--- src/rtl/mmio_pkg.sv ---
// Shared types and helpers for the core-to-GPIO MMIO bridge.
package mmio_pkg;

  localparam int unsigned DATA_W = 32;
  localparam int unsigned STRB_W = DATA_W / 8;

  localparam logic [31:0] GPIO_BASE_DEFAULT = 32'h2000_0000;

  typedef enum logic [2:0] {
    ST_IDLE       = 3'd0,
    ST_RD_ISSUE   = 3'd1,
    ST_RD_CAPTURE = 3'd2,
    ST_WR_ISSUE   = 3'd3,
    ST_RESP       = 3'd4
  } mmio_state_t;

  // Byte-lane merge: enabled lanes come from new_w, the rest from old_w.
  function automatic logic [DATA_W-1:0] merge_bytes(
    input logic [DATA_W-1:0] old_w,
    input logic [DATA_W-1:0] new_w,
    input logic [STRB_W-1:0] strb
  );
    logic [DATA_W-1:0] res;
    res = old_w;
    for (int i = 0; i < int'(STRB_W); i++) begin
      if (strb[i]) res[8*i +: 8] = new_w[8*i +: 8];
    end
    return res;
  endfunction

endpackage

--- src/rtl/mmio_bridge.sv ---
// Bridges single core load/store requests onto the GPIO strobe interface,
// with read-modify-write for partial stores and error completion otherwise.
module mmio_bridge
  import mmio_pkg::*;
#(
  parameter int unsigned          ADDR_W    = 32,
  parameter logic [ADDR_W-1:0]    GPIO_BASE = ADDR_W'(GPIO_BASE_DEFAULT)
) (
  input  logic              clk,
  input  logic              rst_n,
  input  logic              req_valid,
  output logic              req_ready,
  input  logic [ADDR_W-1:0] req_addr,
  input  logic              req_we,
  input  logic [DATA_W-1:0] req_wdata,
  input  logic [STRB_W-1:0] req_wstrb,
  output logic              rsp_valid,
  input  logic              rsp_ready,
  output logic [DATA_W-1:0] rsp_rdata,
  output logic              rsp_err,
  output logic              gpio_en,
  output logic              gpio_write_enable,
  output logic [DATA_W-1:0] gpio_wdata,
  input  logic [DATA_W-1:0] gpio_rdata
);

  mmio_state_t       state_q, state_d;
  logic              req_ready_q, req_ready_d;
  logic              rsp_valid_q, rsp_valid_d;
  logic [DATA_W-1:0] rsp_rdata_q, rsp_rdata_d;
  logic              rsp_err_q, rsp_err_d;
  logic              gpio_en_q, gpio_en_d;
  logic              gpio_we_q, gpio_we_d;
  logic [DATA_W-1:0] gpio_wdata_q, gpio_wdata_d;
  logic              we_q, we_d;
  logic [DATA_W-1:0] wdata_q, wdata_d;
  logic [STRB_W-1:0] wstrb_q, wstrb_d;

  logic addr_hit;
  logic addr_misaligned;

  // Decode is done on the live request address in the accept cycle.
  assign addr_hit        = (req_addr == GPIO_BASE);
  assign addr_misaligned = (req_addr[1:0] != 2'b00);

  // Next-state and registered-output computation.
  always_comb begin
    state_d      = state_q;
    req_ready_d  = req_ready_q;
    rsp_valid_d  = rsp_valid_q;
    rsp_rdata_d  = rsp_rdata_q;
    rsp_err_d    = rsp_err_q;
    gpio_en_d    = 1'b0;
    gpio_we_d    = 1'b0;
    gpio_wdata_d = '0;
    we_d         = we_q;
    wdata_d      = wdata_q;
    wstrb_d      = wstrb_q;

    case (state_q)
      ST_IDLE: begin
        if (req_valid && req_ready_q) begin
          req_ready_d = 1'b0;
          we_d        = req_we;
          wdata_d     = req_wdata;
          wstrb_d     = req_wstrb;
          if (!addr_hit || addr_misaligned) begin
            state_d     = ST_RESP;
            rsp_valid_d = 1'b1;
            rsp_err_d   = 1'b1;
            rsp_rdata_d = '0;
          end else if (!req_we) begin
            state_d   = ST_RD_ISSUE;
            gpio_en_d = 1'b1;
          end else if (req_wstrb == '1) begin
            state_d      = ST_WR_ISSUE;
            gpio_en_d    = 1'b1;
            gpio_we_d    = 1'b1;
            gpio_wdata_d = req_wdata;
          end else if (req_wstrb == '0) begin
            state_d     = ST_RESP;
            rsp_valid_d = 1'b1;
            rsp_err_d   = 1'b0;
            rsp_rdata_d = '0;
          end else begin
            // Partial store: fetch the current word first.
            state_d   = ST_RD_ISSUE;
            gpio_en_d = 1'b1;
          end
        end
      end

      ST_RD_ISSUE: begin
        state_d = ST_RD_CAPTURE;
      end

      ST_RD_CAPTURE: begin
        if (we_q) begin
          state_d      = ST_WR_ISSUE;
          gpio_en_d    = 1'b1;
          gpio_we_d    = 1'b1;
          gpio_wdata_d = merge_bytes(gpio_rdata, wdata_q, wstrb_q);
        end else begin
          state_d     = ST_RESP;
          rsp_valid_d = 1'b1;
          rsp_err_d   = 1'b0;
          rsp_rdata_d = gpio_rdata;
        end
      end

      ST_WR_ISSUE: begin
        state_d     = ST_RESP;
        rsp_valid_d = 1'b1;
        rsp_err_d   = 1'b0;
        rsp_rdata_d = '0;
      end

      ST_RESP: begin
        if (rsp_ready) begin
          state_d     = ST_IDLE;
          rsp_valid_d = 1'b0;
          rsp_err_d   = 1'b0;
          rsp_rdata_d = '0;
          req_ready_d = 1'b1;
        end
      end

      default: begin
        state_d     = ST_IDLE;
        req_ready_d = 1'b1;
        rsp_valid_d = 1'b0;
        rsp_err_d   = 1'b0;
        rsp_rdata_d = '0;
      end
    endcase
  end

  // State, output and request-latch registers with synchronous reset.
  always_ff @(posedge clk) begin
    if (!rst_n) begin
      state_q      <= ST_IDLE;
      req_ready_q  <= 1'b1;
      rsp_valid_q  <= 1'b0;
      rsp_rdata_q  <= '0;
      rsp_err_q    <= 1'b0;
      gpio_en_q    <= 1'b0;
      gpio_we_q    <= 1'b0;
      gpio_wdata_q <= '0;
      we_q         <= 1'b0;
      wdata_q      <= '0;
      wstrb_q      <= '0;
    end else begin
      state_q      <= state_d;
      req_ready_q  <= req_ready_d;
      rsp_valid_q  <= rsp_valid_d;
      rsp_rdata_q  <= rsp_rdata_d;
      rsp_err_q    <= rsp_err_d;
      gpio_en_q    <= gpio_en_d;
      gpio_we_q    <= gpio_we_d;
      gpio_wdata_q <= gpio_wdata_d;
      we_q         <= we_d;
      wdata_q      <= wdata_d;
      wstrb_q      <= wstrb_d;
    end
  end

  assign req_ready         = req_ready_q;
  assign rsp_valid         = rsp_valid_q;
  assign rsp_rdata         = rsp_rdata_q;
  assign rsp_err           = rsp_err_q;
  assign gpio_en           = gpio_en_q;
  assign gpio_write_enable = gpio_we_q;
  assign gpio_wdata        = gpio_wdata_q;

endmodule

--- config.mk ---
export PLATFORM = sky130hd
export DESIGN_NAME = mmio_bridge
export DESIGN_NICKNAME = d
export VERILOG_FILES = /design/src/rtl/mmio_pkg.sv /design/src/rtl/mmio_bridge.sv
export SDC_FILE = /design/constraint.sdc
export NUM_CORES = 1
export LEC_CHECK = 0
export BUFFER_PORTS_ARGS = -buffer_cell sky130_fd_sc_hd__buf_4
export CORE_ASPECT_RATIO = 0.5
export CORE_MARGIN = 5
export CORE_UTILIZATION = 53
export CTS_CLUSTER_SIZE = 16
export DETAILED_ROUTE_END_ITERATION = 12
export GPL_ROUTABILITY_DRIVEN = 1
export GPL_TIMING_DRIVEN = 0
export PLACE_DENSITY = 0.85
export SETUP_SLACK_MARGIN = 0.05
export SYNTH_ARGS = -nofsm -noshare
export SYNTH_HDL_FRONTEND = slang
export SYNTH_SLANG_ARGS = --single-unit
--- constraint.sdc ---
create_clock -name clk -period 3.6 [get_ports clk]
set_input_delay 0.36 -clock clk [delete_from_list [all_inputs] [get_ports clk]]
set_output_delay 0.36 -clock clk [all_outputs]
set_load 0.005 [all_outputs]
Yosys cells after proc, flatten, opt, wreduce, memory -nomap -nowiden
Index checks and enable logic that the tools add are counted.
{"block": "totals", "output_inout_bits": 69, "ff_bits": 109, "wordCells": 92}
{"block": "op_classes", "n_eq_ne": 12, "n_bitwise": 2, "n_mux": 56, "reduce_logical": 11}
{"cell": "$mux 32", "count": 12}
{"cell": "$pmux 32 s4", "count": 1}
{"cell": "$pmux 32 s2", "count": 1}
{"cell": "$eq 32x30->1 const B", "count": 1}
{"cell": "$mux 8", "count": 4}
{"cell": "$mux 1", "count": 25}
{"cell": "$mux 3", "count": 7}
{"cell": "$pmux 3 s5", "count": 1}
{"cell": "$ne 3x3->1 const B", "count": 3}
{"cell": "$reduce_and 7->1", "count": 1}
{"cell": "$eq 3x2->1 const B", "count": 2}
{"cell": "$ne 2x2->1 const B", "count": 3}
{"cell": "$pmux 1 s5", "count": 1}
{"cell": "$eq 4x4->1 const B", "count": 1}
{"cell": "$logic_not 4->1", "count": 1}
{"cell": "$pmux 1 s2", "count": 2}
{"cell": "$pmux 1 s4", "count": 1}
{"cell": "$reduce_and 2->1", "count": 2}
{"cell": "$eq 3x1->1 const B", "count": 1}
{"cell": "$eq 3x3->1 const B", "count": 1}
{"cell": "$logic_not 3->1", "count": 1}
{"cell": "$pmux 1 s3", "count": 1}
{"cell": "$reduce_and 3->1", "count": 1}
{"cell": "$reduce_or 3->1", "count": 1}
{"cell": "5 further kinds", "count": 6}

Logic depth before layout (Yosys ltp)
{"block": "depth", "ltp_word": 7, "ltp_mapped": 7, "ltp_nobuf": 4}

Worst setup path before layout
OpenSTA, ideal clock, no wires.
{"block": "synth_path", "path_type": "input to register", "startpoint": "in req_wstrb[0]", "endpoint": "reg rsp_err_q (netlist: rsp_err)", "arrival_time_ps": 1635, "setup_time_ps": 117, "setup_slack_ps": 1848, "cell_stages": 4, "path_cell_list": "or4b_1 > o21a_1 > or3_1 > a32o_1"}
{"block": "synth_via", "elab_chain_cells": 3}
{"item": "from (decl)", "line": "mmio_bridge.sv:16", "text": "input logic [STRB_W-1:0] req_wstrb,"}
{"item": "$eq 4x4->1 or $logic_not 4->1 (tied branches)", "line": "mmio_bridge.sv:75, mmio_bridge.sv:80"}
{"item": "$ne 3x3->1 (no line)"}
{"item": "$reduce_and 7->1 (no line) *"}
{"item": "to (signal assigned)", "line": "mmio_bridge.sv:157", "text": "rsp_err_q <= rsp_err_d;"}
{"item": "to (decl)", "line": "mmio_bridge.sv:31", "text": "logic rsp_err_q, rsp_err_d;"}
Every way passes the cells marked *; elsewhere a longest branch is shown, timed or not.
A chain may end at the register's enable or synchronous reset.

Final worst setup path
{"block": "layout_path", "startpoint": "reg state_q[0]", "endpoint": "reg rsp_rdata_q[9] (netlist: rsp_rdata[9])"}
{"block": "layout_via", "elab_chain_cells": 3}
{"item": "from (decl)", "line": "mmio_bridge.sv:27", "text": "mmio_state_t state_q, state_d;"}
{"item": "from (signal assigned)", "line": "mmio_bridge.sv:153", "text": "state_q <= state_d;"}
{"item": "$eq 3x2->1 (tied with other cells)", "line": "mmio_bridge.sv:60", "text": "case (state_q)"}
{"item": "$ne 2x2->1 (no line) (tied with other cells)"}
{"item": "$reduce_and 7->1 (no line)"}
{"item": "to (signal assigned)", "line": "mmio_bridge.sv:156", "text": "rsp_rdata_q <= rsp_rdata_d;"}
{"item": "to (decl)", "line": "mmio_bridge.sv:30", "text": "logic [DATA_W-1:0] rsp_rdata_q, rsp_rdata_d;"}
Parallel ways exist; a longest one is shown, timed or not.

==> run_results.csv <==
group,metric,value,unit
final_layout,drive_gt1_share,28.7,%
synth,synth_compound_area_share,21.5,%
synth,synth_top_family_by_area,"compound AO/OA/AOI/OAI gates",
worst_setup_path,r2r_end,"rsp_rdata[9]$_SDFFE_PN0P_",
synth,muxShareOfSynthArea,6.94,%
timing,tns,0,ps
die,start_util,53.7,%
synth,synthXorXnorAreaFrac,0,%
worst_setup_path,required,3870,ps
clock_network,root_buffer,"clkbuf_16",
clock_network,clkLatencyLatePin,340,ps
synth,seq_area_frac_synth,47.3,%
status,outcome,"completed",
hold_path,worstHoldPathCells,3,
synth,synth_area,0.00461,mm2
timing,rsz0062_at_grt,"no",
hold_path,hold_path_class,"input port to flip-flop",
clock_network,clockBufferDepth,2,
route,firstDrtPassIters,4,
grt,grt-ovfl-total,0,
timing,relSlewSlack,49.0,%
timing,finClkSkew,6.40,ps
job,cap_violations,0,
die,pin_count,174,
worst_setup_path,reg2reg_depth,6,
timing,max_clock_freq,510,MHz
power_and_ir_drop,p_per_area,401,mW/mm2
timing,slew_viol_final,0,
route,wirelength,13500,um
worst_setup_path,cp-start-kind,"flip-flop",
synth,synth_edf_count,0,
grt,grt_max_degree,19,
timing,setup-violations-final,0,
clock_network,cts_tree,"built",
route,first_iter_violations,289,
power_and_ir_drop,power,2.55,mW
synth,synthesis.nets,655,
route,wire_per_inst,15.7,um
grt,antenna_found_initial,0,
clock_network,cts_buffers,9,
final_layout,antenna_cells,0,
die,row_count,24,
timing,tightest_slew,766,ps
clock_network,cts_hold_buf,0,
grt,track_usage,24.4,%
final_layout,area_growth,37.5,%
hold_path,worstHoldEndpoint,"rsp_rdata[29]$_SDFFE_PN0P_",
worst_setup_path,setup.worst_path.class,"flip-flop to flip-flop",
grt,grt_pass1_wl,21700,um
synth,synth_ff_type,"dfxtp_1",
route,vias,4623,
synth,yosysWarningCount,0,
worst_setup_path,r2r-start,"state_q[0]$_SDFFE_PN0P_",
synth,synth.distinct_cells,38,
clock_network,clkSlewWorstSetupHoldPaths,70,ps
synth,synth_seq_cells,109,
worst_setup_path,end_kind,"flip-flop",
grt,grt_pass1_vias,4517,
synth,avgSynthCellArea,8.39,um2
power_and_ir_drop,peakVddDrop,0.252,mV
synth,synth_cells,550,
timing,hold_violations,0,
synth,synth-adder-area-share,0,%
die,fp.dieArea,0.0108,mm2
placed_design,io_buffers,173,
die,fp.coreArea,0.00859,mm2
placed_design,dp_hpwl,10000,um
clock_network,cts_resized,0,
synth,yosys.area_share.simple,17.5,%
route,antenna_left,0,
route,avgViaCountPerCell,5.40,
die,die_w,142,um
clock_network,h-tree-depth,3,
worst_setup_path,regToRegSetupSlack,1640,ps
route,post-route-drc-count,0,
worst_setup_path,arrival,2230,ps
timing,fin_crit_sh,54.4,%
clock_network,clock_sinks,109,
placed_design,gp_congestion,0.884,
hold_path,min_from,"gpio_rdata[29]",
timing,post-route-min-period,1960,ps
worst_setup_path,crit_fanout,10,
power_and_ir_drop,p_leak,2.79,nW
synth,async_flop_share,0,%
die,die-height,76.0,um
clock_network,cts_setup_buffers,0,
final_layout,finish.net_count,839,
## per-layer routing
layer  part of all wire (%)  wire length [um]  vias to the layer above  global-route usage, %
li1                       -                 -                     2276                      -
met1                     43              5820                     2157                   31.8
met2                     48              6430                      164                   40.5
met3                    7.1               949                       26                   5.77
met4                    1.8               245                        0                   7.18
met5                      0                 0                        -                      0
## final cells by class
class	count	area, um2
clock buffer	11	243
buffer	43	184
clock inverter	5	43.8
multi-input combinational	364	2120
timing repair buffer	173	1300
inverter	34	128
sequential	109	2180
tap	117	146
fill	676	2240
## worst max-delay path by stage
stage	start	end	slack [ps]	cells after the start
finish	state_q[0]$_SDFFE_PN0P_	rsp_rdata[9]$_SDFFE_PN0P_	1640	6
floorplan	req_wstrb[0]	rsp_err$_SDFFE_PN0P_	1850	4
detailed placement	req_wstrb[0]	rsp_rdata[6]$_SDFFE_PN0P_	1540	6
global placement	req_wstrb[0]	rsp_rdata[11]$_SDFFE_PN0P_	1580	6
CTS	state_q[2]$_SDFFE_PN0P_	gpio_wdata[18]$_SDFF_PN0_	1670	6
global route	state_q[0]$_SDFFE_PN0P_	rsp_rdata[13]$_SDFFE_PN0P_	1490	6
## cell families after synthesis
logic type / after synthesis
flip-flops: 109
multiplexers: 32
AO/OA/AOI/OAI: 151
buffers and inverters: 77
AND/OR/NAND/NOR: 181
## stage by stage
step / setup WS, ps / hold WS [ps] / cell area [um2] / instances / util [%]
2_1_floorplan: 1850 / 436 / 4610 / 550 / -
3_3_place_gp: 1580 / 441 / 6060 / 840 / 70.5
3_5_place_dp: 1540 / 446 / 6060 / 840 / 70.5
4_1_cts: 1670 / 231 / 6340 / 856 / 73.9
5_1_grt: 1490 / 237 / 6340 / 856 / 73.9
6_report: 1640 / 237 / 6340 / 856 / 73.9
## flip-flops by register name, summed over array words and instances (netlist names)
| register | count |
|---|---|
| gpio_en | 1 |
| gpio_wdata | 32 |
| gpio_write_enable | 1 |
| req_ready | 1 |
| rsp_err | 1 |
| rsp_rdata | 32 |
| rsp_valid | 1 |
| state_q | 3 |
| wdata_q | 32 |
| we_q | 1 |
| wstrb_q | 4 |
## critical path, stage by stage, from the launching register on
cell	delay, ps
dfxtp_1	290
buf_2	160
nand3b_1	220
a21oi_1	490
clkbuf_1	460
o21bai_1	130
o211ai_1	120
## report_power, final
group          internal, mW  leakage (nW)  switching (mW)  total, mW
combinational         0.154          1.77           0.178      0.332
clock                 0.496         0.134           0.457      0.953
sequential             1.24         0.884          0.0197       1.26
total                  1.89          2.79           0.654       2.55
## cell usage in the layout, fill, tap and decap left out, types with 2 or more instances in the layout
master / netlist / routed
o22ai_1: 33 / 33
o21bai_1: 32 / 32
nor4_1: 7 / 7
buf_2: 17 / 17
or3_1: 2 / 2
buf_4: 0 / 173
inv_1: 34 / 34
a221oi_1: 3 / 3
nor2_1: 4 / 4
nand2b_1: 3 / 3
or2_2: 2 / 2
nand4_1: 2 / 2
clkinv_4: 0 / 2
and4_1: 3 / 3
nand2_1: 142 / 142
clkbuf_1: 21 / 22
nand3_1: 5 / 5
mux2i_1: 32 / 32
clkbuf_16: 0 / 9
o21ai_0: 4 / 4
dfxtp_1: 109 / 109
buf_1: 4 / 4
clkinvlp_4: 0 / 2
a21oi_1: 40 / 40
o211ai_1: 34 / 34
## synth_stat cells (2+ instances only)
cell	number	area [um2]
o211ai_1	34	255
clkbuf_1	21	78.8
and4_1	3	26.3
a21oi_1	40	200
o22ai_1	33	206
nand4_1	2	12.5
o21ai_0	4	20.0
or2_2	2	12.5
buf_2	17	85.1
nand3_1	5	25.0
mux2i_1	32	320
nand2b_1	3	18.8
or3_1	2	12.5
nor2_1	4	15.0
dfxtp_1	109	2180
a221oi_1	3	26.3
nand2_1	142	533
o21bai_1	32	240
buf_1	4	15.0
inv_1	34	128
nor4_1	7	43.8
Power figures use the tool's default switching activity.
